===== config.mk =====
export PLATFORM = sky130hd
export DESIGN_NAME = ps2_key_decoder
export DESIGN_NICKNAME = d
export VERILOG_FILES = /design/src/rtl/ps2_key_decoder.sv
export SDC_FILE = /design/constraint.sdc
export NUM_CORES = 1
export LEC_CHECK = 0
export BUFFER_PORTS_ARGS = -buffer_cell sky130_fd_sc_hd__buf_2
export CAP_MARGIN = 15
export CORE_MARGIN = 4
export CORE_UTILIZATION = 30
export CTS_CLUSTER_DIAMETER = 200
export CTS_CLUSTER_SIZE = 10
export DETAILED_ROUTE_END_ITERATION = 12
export PLACE_DENSITY_LB_ADDON = 0.05
export SYNTH_ARGS = -nofsm -noshare
export SYNTH_HDL_FRONTEND = slang
export SYNTH_SLANG_ARGS = --single-unit

===== constraint.sdc =====
create_clock -name CLOCK_50 -period 2.6 [get_ports CLOCK_50]
set_input_delay 0.39 -clock CLOCK_50 [delete_from_list [all_inputs] [get_ports CLOCK_50]]
set_output_delay 0.39 -clock CLOCK_50 [all_outputs]
set_load 0.01 [all_outputs]

===== src/rtl/ps2_key_decoder.sv =====
// PS/2 scan-code decoder: tracks NUM_KEYS keys through the make/break/E0/Pause prefix grammar.
// Optional prefix timeout is built only when KEYDEC_TIMEOUT_EN is defined.
module ps2_key_decoder #(
  parameter int                    NUM_KEYS       = 4,
  parameter logic [9*NUM_KEYS-1:0] KEY_CODES      = {9'h029, 9'h174, 9'h16B, 9'h05A},
  parameter int                    TIMEOUT_CYCLES = 50000
) (
  input  logic                CLOCK_50,
  input  logic                resetn,
  input  logic [7:0]          rx_data,
  input  logic                rx_valid,
  input  logic                clear,
  output logic [NUM_KEYS-1:0] key_down,
  output logic [NUM_KEYS-1:0] key_press,
  output logic [NUM_KEYS-1:0] key_release,
  output logic                any_down,
  output logic                err
);

  localparam logic [2:0] IDLE    = 3'd0;
  localparam logic [2:0] EXT     = 3'd1;
  localparam logic [2:0] BRK     = 3'd2;
  localparam logic [2:0] EXT_BRK = 3'd3;
  localparam logic [2:0] SKIP    = 3'd4;

  logic [2:0]          state_q, state_d;
  logic [2:0]          skip_q, skip_d;
  logic [NUM_KEYS-1:0] down_q, down_d;
  logic [NUM_KEYS-1:0] press_q, press_d;
  logic [NUM_KEYS-1:0] rel_q, rel_d;
  logic                any_q, any_d;
  logic                err_q, err_d;
  logic                ev_make, ev_brk, ev_ext;

`ifdef KEYDEC_TIMEOUT_EN
  localparam int TW = (TIMEOUT_CYCLES > 2) ? $clog2(TIMEOUT_CYCLES) : 1;
  logic [TW-1:0] tmo_q, tmo_d;
  logic          tmo_hit;
  assign tmo_hit = (state_q != IDLE) && (tmo_q == TW'(TIMEOUT_CYCLES - 1));
`endif

  always_comb begin
    state_d = state_q;
    skip_d  = skip_q;
    down_d  = down_q;
    press_d = '0;
    rel_d   = '0;
    err_d   = 1'b0;
    ev_make = 1'b0;
    ev_brk  = 1'b0;
    ev_ext  = 1'b0;
    if (clear) begin
      state_d = IDLE;
      skip_d  = '0;
      down_d  = '0;
    end else if (rx_valid) begin
      // Controller overrun aborts whatever sequence is in flight.
      if (rx_data == 8'h00 || rx_data == 8'hFF) begin
        state_d = IDLE;
        skip_d  = '0;
        down_d  = '0;
        err_d   = 1'b1;
      end else begin
        case (state_q)
          IDLE: begin
            if (rx_data == 8'hE0)      state_d = EXT;
            else if (rx_data == 8'hF0) state_d = BRK;
            else if (rx_data == 8'hE1) begin
              state_d = SKIP;
              skip_d  = '0;
            end else if (rx_data == 8'hAA) down_d = '0;
            else ev_make = 1'b1;
          end
          EXT: begin
            if (rx_data == 8'hF0)      state_d = EXT_BRK;
            else if (rx_data != 8'hE0) begin
              ev_make = 1'b1;
              ev_ext  = 1'b1;
              state_d = IDLE;
            end
          end
          BRK: begin
            if (rx_data == 8'hE0)      state_d = EXT_BRK;
            else if (rx_data != 8'hF0) begin
              ev_brk  = 1'b1;
              state_d = IDLE;
            end
          end
          EXT_BRK: begin
            if (rx_data != 8'hE0 && rx_data != 8'hF0) begin
              ev_brk  = 1'b1;
              ev_ext  = 1'b1;
              state_d = IDLE;
            end
          end
          SKIP: begin
            // Pause sends E1 plus seven more bytes; the seventh ends the skip.
            if (skip_q == 3'd6) begin
              state_d = IDLE;
              skip_d  = '0;
            end else begin
              skip_d = skip_q + 3'd1;
            end
          end
          default: state_d = IDLE;
        endcase
      end
    end
`ifdef KEYDEC_TIMEOUT_EN
    else if (tmo_hit) begin
      state_d = IDLE;
      skip_d  = '0;
      err_d   = 1'b1;
    end
`endif
    for (int i = 0; i < NUM_KEYS; i++) begin
      if (KEY_CODES[9*i +: 9] == {ev_ext, rx_data}) begin
        if (ev_make) begin
          press_d[i] = ~down_q[i];
          down_d[i]  = 1'b1;
        end else if (ev_brk) begin
          rel_d[i]  = down_q[i];
          down_d[i] = 1'b0;
        end
      end
    end
    any_d = |down_d;
  end

`ifdef KEYDEC_TIMEOUT_EN
  always_comb begin
    if (clear || rx_valid || state_q == IDLE || tmo_hit) tmo_d = '0;
    else                                                tmo_d = tmo_q + 1'b1;
  end

  always_ff @(posedge CLOCK_50 or negedge resetn) begin
    if (!resetn) tmo_q <= '0;
    else         tmo_q <= tmo_d;
  end
`endif

  always_ff @(posedge CLOCK_50 or negedge resetn) begin
    if (!resetn) begin
      state_q <= IDLE;
      skip_q  <= '0;
      down_q  <= '0;
      press_q <= '0;
      rel_q   <= '0;
      any_q   <= 1'b0;
      err_q   <= 1'b0;
    end else begin
      state_q <= state_d;
      skip_q  <= skip_d;
      down_q  <= down_d;
      press_q <= press_d;
      rel_q   <= rel_d;
      any_q   <= any_d;
      err_q   <= err_d;
    end
  end

  assign key_down    = down_q;
  assign key_press   = press_q;
  assign key_release = rel_q;
  assign any_down    = any_q;
  assign err         = err_q;

endmodule


# After elaboration in Yosys (flattened, before gate mapping)
# Index checks and enable logic that the tools add are counted.
# word_totals
register_bits	20
# op_classes
bitwise_logic	4
n_reduce_logical	9
n_eq_ne	24
addsub	1
muxes	85
# op_table
cell	count
2-to-1 mux 3 bit	19
2-to-1 mux 1 bit	53
equality test 8 bit, second input constant	5
2-to-1 mux 4 bit	8
inequality test 4 bit, second input constant	5
equality test 9 bit, first input constant	2
inequality test 8 bit, second input constant	2
one-hot mux 3 bit (5 select lines)	1
inequality test 5 bit, second input constant	2
equality test 6 x 9 -> 1 bit, first input constant	1
equality test 7 x 9 -> 1 bit, first input constant	1
zero test 8 bit	1
equality test 3 x 2 -> 1 bit, second input constant	2
equality test 3 bit, second input constant	2
inequality test 6 bit, second input constant	1
one-hot mux 1 bit (2 select lines)	3
one-hot mux 3 bit (2 select lines)	1
AND reduction 6 bit	1
AND reduction 5 bit	1
NOT 1 bit	4
nonzero test 4 bit	1
OR reduction 4 bit	1
adder 3 x 1 -> 3 bit, second input constant	1
equality test 3 x 1 -> 1 bit, second input constant	1
4 further kinds	4

# Depth between registers and ports, before layout
# Gate-level depths: netlist (run 1).
# logic_depth
depth_word	13
ltp_mapped	7
ltp_nobuf	6

# Least setup slack after synthesis (run 1)
# OpenSTA, ideal clock, no wires.
# synth_path
path_type	input to register
startpoint	input port rx_data[4]
endpoint	register any_q (netlist: any_down)
cell_stages	7
required_time_ns	2.461
arrival_ns	1.906
path_slack_ns	0.555
path_cell_list	buf_2 > nor4_2 > nand2_1 > nand2_2 > a221oi_2 > a32o_1 > or4_1
# synth_via
elab_chain_len	13
elab_cells_between_ends	56
# synth_rtl
item	line_no	source
start: declaration	10	input logic [7:0] rx_data,
equality test 8 bit	71	end else if (rx_data == 8'hAA) down_d = '0;
2-to-1 mux 4 bit	71	
2-to-1 mux 4 bit	68	else if (rx_data == 8'hE1) begin
2-to-1 mux 4 bit	67	else if (rx_data == 8'hF0) state_d = BRK;
2-to-1 mux 4 bit	66	if (rx_data == 8'hE0) state_d = EXT;
2-to-1 mux 4 bit	64	case (state_q)
2-to-1 mux 4 bit	58	if (rx_data == 8'h00 || rx_data == 8'hFF) begin
2-to-1 mux 4 bit	56	end else if (rx_valid) begin
2-to-1 mux 4 bit	52	if (clear) begin
2-to-1 mux 1 bit	121	end else if (ev_brk) begin
2-to-1 mux 1 bit	118	if (ev_make) begin
2-to-1 mux 1 bit (*)	117	if (KEY_CODES[9*i +: 9] == {ev_ext, rx_data}) begin
named net down_d[3]	28	logic [NUM_KEYS-1:0] down_q, down_d;
OR reduction 4 bit (*)	127	any_d = |down_d;
named net any_d	31	logic any_q, any_d;
end signal: assignment	157	any_q <= any_d;
end: declaration	31	
# The timed path passes the listed nets; every way through them passes the cells marked *.
# A chain may end at the register's enable or synchronous reset.

# Worst setup path in the final report (run 1)
# layout_path
startpoint	register state_q[0]
endpoint	register any_q (netlist: any_down)
# layout_via
elab_chain_len	9
elab_cells_between_ends	37
# layout_rtl
item	line_no	source
start: declaration	26	logic [2:0] state_q, state_d;
start signal: assignment	152	state_q <= state_d;
parallel branches: the longest is 7 deep, another holds equality test 6 x 9 -> 1 bit	-	
2-to-1 mux 1 bit (*)	117	
named net down_d[3]	28	
OR reduction 4 bit (*)	127	
named net any_d	31	
# Mark *: on every way through the listed nets, which the timed path passes.

==> reports/metrics.cfg, run 1 <==
[clock_tree]
worstSkewPairLatency_ns=0.25
htreeDepth=1
path_clk_slew_ns=0.07
cts_resized=0
numCtsBuffers=3
cts_buffer_depth=2
postCtsHoldBufs=0
cts_setup_buffers=0
cts_sinks=20
cts_tree=built
root_buffer=clkbuf_8

[synthesis]
synth_top_cell_by_area=dfrtp_1
synth_cell_types=41
synth_common_cells=dfrtp_1 (20), nand2_1 (9), nor2_1 (9)
synth.top_cell.area_share=0.445
yosysWarnings=0
synth_flop_cell=dfrtp_1
synth_edf_count=0
seq_area_frac_synth=0.445
synth_area_leaders=dfrtp_1 (45%), a21oi_1 (3.1%), nor3_1 (3.1%)
synth_area_mm2=0.00112
ys_seq_elements=20
postSynthAreaPerCell_um2=9.52
synth_nets=130
synthCells=118
async_flop_share=1.00
yosysMostFrequentCell=dfrtp_1

[flow_run]
max_cap_violations=0

[placement]
placed_area_mm2=0.00128
numPortBuffers=25
dp.cells=185
gp_congestion=0.875
dp_hpwl_mm=2.15

[floorplan]
die_y_um=69.2
rows=21
die_area_mm2=0.00479
start_util=0.324
coreArea_mm2=0.00347
ios=26
dieWidth_um=69.2

[drt]
dr.first_iter.drc_count=49
vias=993
routed_wl_mm=2.75
routed_via_density=5.25
drc=0
wl_per_cell_um=14.5
firstDrtPassIters=4
postRouteAntennaNets=0

[layout]
finalInstanceArea_mm2=0.00134
layout.cells.non_filler=189
area_growth_pct=19.0
fillers=381
nNetsFinal=156
drive_gt1_frac=0.252
diodes=0

[worst_setup_path]
criticalPathCategory=reg -> reg
cp_max_fo=9
critPathCaptureType=flop
cp_data_arrival_time_ns=2.17
critPathLaunchType=flop
worstPathRequired_ns=2.72

[sta]
setup_viol_count_final=0
fin_crit_sh=0.789
slew_headroom=0.587
tns_ns=0
worst_pin_slew_ns=0.613
max_freq_mhz=488
finalMaxSlewViolations=0
skew_ns=0.00353
rsz0062_at_grt=false
period_needed_ns=2.05
hold_viol_final=0

[grt]
antenna_found_initial=0
grt_overflow=0
grt_max_degree=21
grt_pass1_wl_mm=4.66
grt_usage=0.118
grt_pass1_vias=972

[outcome]
status=finished, final reports clean

[pwr]
powerDensity_mw_per_mm2=450
peakVddDrop_mv=0.146
leakage_uw=0.000631

[worst_hold_path]
min_path_type=in -> async

==> worst max-delay path, cell delays in order (launching register included) <==
cell	delay, ns
dfrtp_1	0.49
nor4b_1	0.51
a221oi_2	0.13
a32o_1	0.27
or4_1	0.52
==> layer usage <==
metal  GRT usage  up-vias  wire, um
met3      0.0232        4       115
li1            -      505         -
met5           0        -         0
met1       0.175      460      1430
met4      0.0456        0        30
met2       0.166       24      1170
==> cells in the final DEF, fill, tap and decap left out, types with 2 or more instances in the layout <==
cell type / count
buf_2: 25
dfrtp_1: 20
nor2_1: 9
nand2_1: 9
nor3_1: 7
a21oi_1: 7
o21ai_0: 6
nor4_1: 5
and3_1: 4
inv_1: 4
clkbuf_8: 4
nand4b_1: 3
or4_1: 3
nand2b_1: 2
nand3_1: 2
nor2b_1: 2
and2_1: 2
nand4_1: 2
and4b_1: 2
o22ai_1: 2
a211oi_1: 2
a32o_1: 2
nand3b_1: 2
==> final timing paths <==
kind | to | depth (start not counted) | start | slack (ns)
max | any_down$_DFF_PN0_ | 4 | state_q[0]$_DFFE_PN0P_ | 0.55
min | key_release[1]$_DFF_PN0_ | 1 | resetn | 0.07
max reg2reg | any_down$_DFF_PN0_ | 4 | state_q[0]$_DFFE_PN0P_ | 0.55
min reg2reg | key_press[3]$_DFF_PN0_ | 1 | key_down[3]$_DFF_PN0_ | 0.47
max in group asynchronous | key_down[3]$_DFF_PN0_ | 1 | resetn | 2.22
min in group CLOCK_50 | key_press[3]$_DFF_PN0_ | 1 | key_down[3]$_DFF_PN0_ | 0.47
==> layout make-up <==
cell class,count,area (um^2),area share
Inverter,4,15.0,0.0112
Tap cell,46,57.6,0.0430
Multi-Input combinational cell,90,584,0.437
Timing Repair Buffer,25,125,0.0935
Sequential cell,20,500,0.374
Clock buffer,4,55.1,0.0412
==> per-stage QoR <==
stage	total power [uW]	util	hold WS (ns)	setup WS (ns)
6_report	602	0.386	0.0749	0.550
5_1_grt	630	0.386	0.113	0.464
4_1_cts	610	0.386	0.0863	0.553
3_5_place_dp	375	0.370	0.363	0.319
3_3_place_gp	375	0.370	0.361	0.325
2_1_floorplan	349	-	0.0944	0.555
==> sequential cells by signal, summed over array words and instances, names as in the netlist <==
name and flops:
key_down 4, key_press 4, key_release 4, skip_q 3, state_q 3, any_down 1, err 1
==> where the power goes <==
part | switching, uW | internal, uW
clock network | 98.6 | 135
registers | 1.87 | 312
logic | 35.2 | 19.9
total | 136 | 467
==> cells by family after synthesis <==
kind of cell	Yosys count	synth area share
and+or+nand+nor	62	0.341
DFF	20	0.445
buffers and inverters	8	0.0345
AOI/OAI and AO/OA	26	0.160
muxes	2	0.0189
No activity file was read; power rests on OpenSTA's default activity.
==> inputs of run 2 (changes only) <==
- ABC_AREA: default -> 1
- clock period: 2.6 -> 1.8 ns (I/O delays scaled with it)
==> run 2 against run 1 <==
  * Flip-flop and latch count did not move
  * Sequential power rose by 58%
  * Synthesized area rose by 12%
  * First-iteration DRC count rose by 33%
  * Core utilization fell by 0.52 points
  * Clock power rose by 90%
  * Via count rose by 23%
==> reports/metrics.cfg, run 2 <==
[drt]
wl_per_cell_um=11.4
routed-wl-met3_um=166
met1_length_mm=1.43
wl_met2_mm=1.41
firstDrtPassIters=4
dr.first_iter.drc_count=65
vias=1223
routed_via_density=4.60
routed_wl_mm=3.04
postRouteAntennaNets=0
routed.top_layer=met4
drc=0

[outcome]
status=finished, final reports clean

[layout]
final_cell_mix=nand2_1 (42), nor2_1 (38), buf_2 (25)
drive_gt1_frac=0.227
diodes=0
fillers=442
nNetsFinal=229
area_growth_pct=21.6
final_common_cell=nand2_1

[clock_tree]
worstSkewPairLatency_ns=0.26
cts_tree=built
numCtsBuffers=3
cts_sinks=20
cts_setup_buffers=0
root_buffer=clkbuf_8
htreeDepth=1
path_clk_slew_ns=0.08
cts_buffer_depth=2

[floorplan]
dieWidth_um=72.8
rows=23
die_area_mm2=0.00530
die_y_um=72.8
coreArea_mm2=0.00403
start_util=0.313
ios=26

[worst_setup_path]
cp_data_arrival_time_ns=1.78
path_common_cell=nand2_1
critPathLaunchType=flop
r2r_cells=9
r2r_end=any_down$_DFF_PN0_
critPathCaptureType=flop
worstPathRequired_ns=2.00
cp.buffers_inverters=1
criticalPathCategory=reg -> reg
slowest_delay_ns=0.45
cp_max_fo=7
worstPathCellList=inv_1 > nand2_1 > nor2_1 > nand2_1 > o21ai_2 > nand3_1 > nand2_2 > nor2_1 > nand2_1
r2r-start=state_q[2]$_DFFE_PN0P_
slowest_stage=dfrtp_1
cp_top_family=simple AND/OR/NAND/NOR gates
rrSetupSlack_ns=0.22

[grt]
grt_usage=0.127
antenna_found_initial=0
grt_pass1_vias=1223
grt_max_degree=21
grt_overflow=0
grt_pass1_wl_mm=5.37

[synthesis]
yosysWarnings=0
yosys.area_share.simple=0.435
synth_fa_ha_area_frac=0
synth.top_cell.area_share=0.397
ys_seq_elements=20
synth_top_family_by_area=simple AND/OR/NAND/NOR gates
synth_flop_cell=dfrtp_1
postSynthAreaPerCell_um2=6.77
yosysMostFrequentCell=nand2_1
synth_area_mm2=0.00126
synth_cell_types=23
synth_top_cell_by_area=dfrtp_1
seq_area_frac_synth=0.397
synthCells=186
synth_xor_area_frac=0.00695
synth_compound_area_frac=0.0804
synth_area_leaders=dfrtp_1 (40%), nand2_1 (13%), nor2_1 (11%)
synth_nets=198
async_flop_share=1.00
synth_mux_area_frac=0
synth_edf_count=0
synth_common_cells=nand2_1 (42), nor2_1 (38), inv_1 (23)

[pwr]
seqPwrFrac=0.437
leakage_uw=0.000823
p_int_uw=832
swShare=0.266
peakVddDrop_mv=0.303
powerDensity_mw_per_mm2=740
pwr-share-comb=0.173
p_clk_frac=0.391
p_sw_uw=302
power_uw=1130

[sta]
max_freq_mhz=632
period_needed_ns=1.58
worst_pin_slew_ns=0.430
tns_ns=0
rsz0062_at_grt=false
slew_headroom=0.713
skew_ns=0.00821
setup_viol_count_final=0
finalMaxSlewViolations=0
hold_viol_final=0
fin_crit_sh=0.879

[worst_hold_path]
hp-start=rx_valid
whs_endpoint=err$_DFF_PN0_
hold_depth=3
min_path_type=in -> reg

[placement]
numPortBuffers=25
dp_hpwl_mm=2.58
gp_congestion=0.801

[flow_run]
max_cap_violations=0

## run 2: how the worst max path moves through the flow
| stage | startpoint | end | slack, ns | depth (start not counted) |
|---|---|---|---|---|
| after floorplan | state_q[0]$_DFFE_PN0P_ | any_down$_DFF_PN0_ | 0.41 | 9 |
| after global placement | rx_data[2] | any_down$_DFF_PN0_ | 0.09 | 13 |
| after detailed placement | rx_data[2] | any_down$_DFF_PN0_ | 0.09 | 13 |
| after CTS | state_q[2]$_DFFE_PN0P_ | key_release[0]$_DFF_PN0_ | 0.23 | 8 |
| after global routing | state_q[2]$_DFFE_PN0P_ | any_down$_DFF_PN0_ | 0.08 | 9 |
| final | state_q[2]$_DFFE_PN0P_ | any_down$_DFF_PN0_ | 0.22 | 9 |
## run 2: timing repair
| item | in CTS | in global routing |
|---|---|---|
| hold endpoints to repair | 20 | 0 |
| resized for setup | 0 | 0 |
| hold buffers | 1 | 0 |
## run 2: routing by layer
layer	vias to the layer above	GRT usage
met1	545	0.169
met3	2	0.0179
met4	0	0.0369
li1	646	-
met5	-	0
met2	30	0.215
## run 2: cell families (layout without fill, tap and decap cells)
kind of cell,Yosys count,after routing
flops,20,20
simple gates,122,122
buf+inv,27,57
compound gates,16,16
xor+xnor,1,1
## run 2: power by group through the flow
stage               Combinational, uW  Clock [uW]  Sequential, uW
finish                            196         443             495
global placement                  192           0             504
floorplan                         139           0             497
detailed placement                195           0             504
global route                      227         468             499
CTS                               198         445             495
## run 2: layout make-up
cell class	instances	area, um^2	area share
clock buffers	3	41.3	0.0269
multi-input cells	139	658	0.429
well taps	50	62.6	0.0408
repair buffers	27	143	0.0931
clock inverters	1	30.0	0.0196
flip-flops and latches	20	500	0.327
inverters	26	97.6	0.0637
## run 2: stage by stage
| step | utilization | std cells | worst slack [ns] | cell area, um^2 | hold WS [ns] |
|---|---|---|---|---|---|
| 5_1_grt | 0.380 | 266 | 0.0807 | 1530 | 0.328 |
| 4_1_cts | 0.380 | 266 | 0.228 | 1530 | 0.295 |
| 3_3_place_gp | 0.360 | 261 | 0.0906 | 1450 | 0.238 |
| 3_5_place_dp | 0.360 | 261 | 0.0939 | 1450 | 0.240 |
| 2_1_floorplan | - | 186 | 0.413 | 1260 | -0.0256 |
| 6_report | 0.380 | 266 | 0.217 | 1530 | 0.299 |
## run 2: worst min-delay path, cell delays in order
cell	delay [ns]
buf_2	0.12
inv_1	0.07
nor3_1	0.05
==> inputs of run 3 (changes only) <==
- PLACE_DENSITY_LB_ADDON: 0.05 -> 0.08
==> run 3 against run 2 <==
  * Fmax shrank 0.42%
  * Cell area is 1.1% lower
  * Sequential power is essentially flat
  * Worst hold slack got worse by 0.0066 ns
  * Via count rose by 1.1%
  * Clock power down 22%
  * Global-route usage fell by 0.093 points
  * Worst setup slack got worse by 0.0068 ns
  * Core utilization fell by 0.40 points
  * Clock skew decreased by 0.0058 ns
==> reports/metrics.cfg, run 3 (same netlist as run 2, synthesis figures left out) <==
[layout]
final_cell_mix=nand2_1 (42), nor2_1 (38), buf_2 (25)
nNetsFinal=229
drive_gt1_frac=0.227
fillers=433
final_common_cell=nand2_1
regArea_um2=500
area_growth_pct=20.4
multi_input_area_um2=658
diodes=0

[drt]
drc=0
vias=1236
dr.first_iter.drc_count=53
routed_wl_mm=3.04
wl_per_cell_um=11.4
routed_via_density=4.65
firstDrtPassIters=4
postRouteAntennaNets=0

[sta]
whs_ns=0.292
tns_ns=0
fin_crit_sh=0.883
slew_headroom=0.700
period_needed_ns=1.59
rsz0062_at_grt=false
hold_viol_final=0
worst_pin_slew_ns=0.450
finalMaxSlewViolations=0
max_freq_mhz=629
skew_ns=0.00246
setup_viol_count_final=0

[grt]
grt_usage=0.126
gr-usage-met3=0.0179
grt_use_met2=0.201
grt_use_met1=0.167
antenna_found_initial=0
grt_overflow=0
grt_pass1_wl_mm=5.33
grt_max_degree=21
grt_pass1_vias=1212
top_usage_layer=met2

[worst_setup_path]
crit_start=state_q[1]$_DFFE_PN0P_
criticalPathCategory=reg -> reg
critPathLaunchType=flop
cp.buffers_inverters=0
path_common_cell=nand2_1
worstPathCellList=nor2_2 > nand2_1 > nor2_1 > nand2_1 > o21ai_2 > nand3_1 > nand2_2 > nor2_1 > nand2_1
cp_max_fo=5
cp_data_arrival_time_ns=1.79
slowest_delay_ns=0.44
cp_top_family=simple AND/OR/NAND/NOR gates
critPathCaptureType=flop
slowest_stage=dfrtp_1
r2r-start=state_q[1]$_DFFE_PN0P_
worstPathRequired_ns=2.00

[floorplan]
die_y_um=72.8
dieWidth_um=72.8
start_util=0.313
coreArea_mm2=0.00403
die_area_mm2=0.00530
rows=23
ios=26

[flow_run]
max_cap_violations=0

[pwr]
peakVddDrop_mv=0.249
leakage_uw=0.000816
powerDensity_mw_per_mm2=685

[clock_tree]
path_clk_slew_ns=0.08
htreeDepth=1
cts_tree=built
cts_sinks=20
cts_resized=0
worstSkewPairLatency_ns=0.26
root_buffer=clkbuf_8
cts_buffer_depth=2
numCtsBuffers=3

[worst_hold_path]
min_path_type=in -> reg
hp-start=rx_valid

[placement]
dp_hpwl_mm=2.54
numPortBuffers=25
gp_congestion=0.876

[outcome]
status=finished, final reports clean

## run 3: final timing paths
path                                                 end  slack (ns)  depth (start not counted)
worst max-delay path                  any_down$_DFF_PN0_        0.21                          9
min in group asynchronous       key_release[3]$_DFF_PN0_        0.48                          2
worst min-delay path                       err$_DFF_PN0_        0.29                          3
worst max register to register        any_down$_DFF_PN0_        0.21                          9
worst min register to register    key_press[2]$_DFF_PN0_        0.48                          1
max in group asynchronous       key_release[0]$_DFF_PN0_        1.01                          2
## run 3: where the power goes
part	switching [uW]	total [uW]	internal [uW]	leakage [uW]
combinational	130	198	67.2	0.000511
sequential	26.2	494	468	0.000276
clock	152	347	195	0.0000288
total	309	1040	730	0.000816
## run 3: stage by stage
step	power, uW	cell area (um^2)	setup WS [ns]	utilization	instances
finish	1040	1520	0.211	0.376	266
global route	1100	1520	0.0745	0.376	266
CTS	1050	1520	0.214	0.376	266
detailed placement	700	1450	0.0581	0.360	261
global placement	697	1450	0.0455	0.360	261
floorplan	636	1260	0.413	-	186
## run 3: final cells by class
class,instances,share of cell area
multi-input cells,139,0.434
well taps,50,0.0413
flip-flops and latches,20,0.330
clock buffers,4,0.0363
inverters,26,0.0644
repair buffers,27,0.0941
## run 3: what timing repair did
item | in CTS | in global routing
endpoints found under the hold margin | 20 | 0
setup buffers | 0 | 0
hold buffers | 1 | 0
## run 3: per-layer routing
| layer | part of all wire | wire (um) |
|---|---|---|
| met3 | 0.047 | 144 |
| met5 | 0 | 0 |
| met1 | 0.48 | 1460 |
| met2 | 0.45 | 1360 |
| met4 | 0.026 | 80 |
## run 3: worst reg2reg max path: cells and delay by family (launching register included)
kind	cells	cell delay, ns
AOI/OAI and AO/OA	1	0.22
DFF	1	0.44
and+or+nand+nor	8	0.86
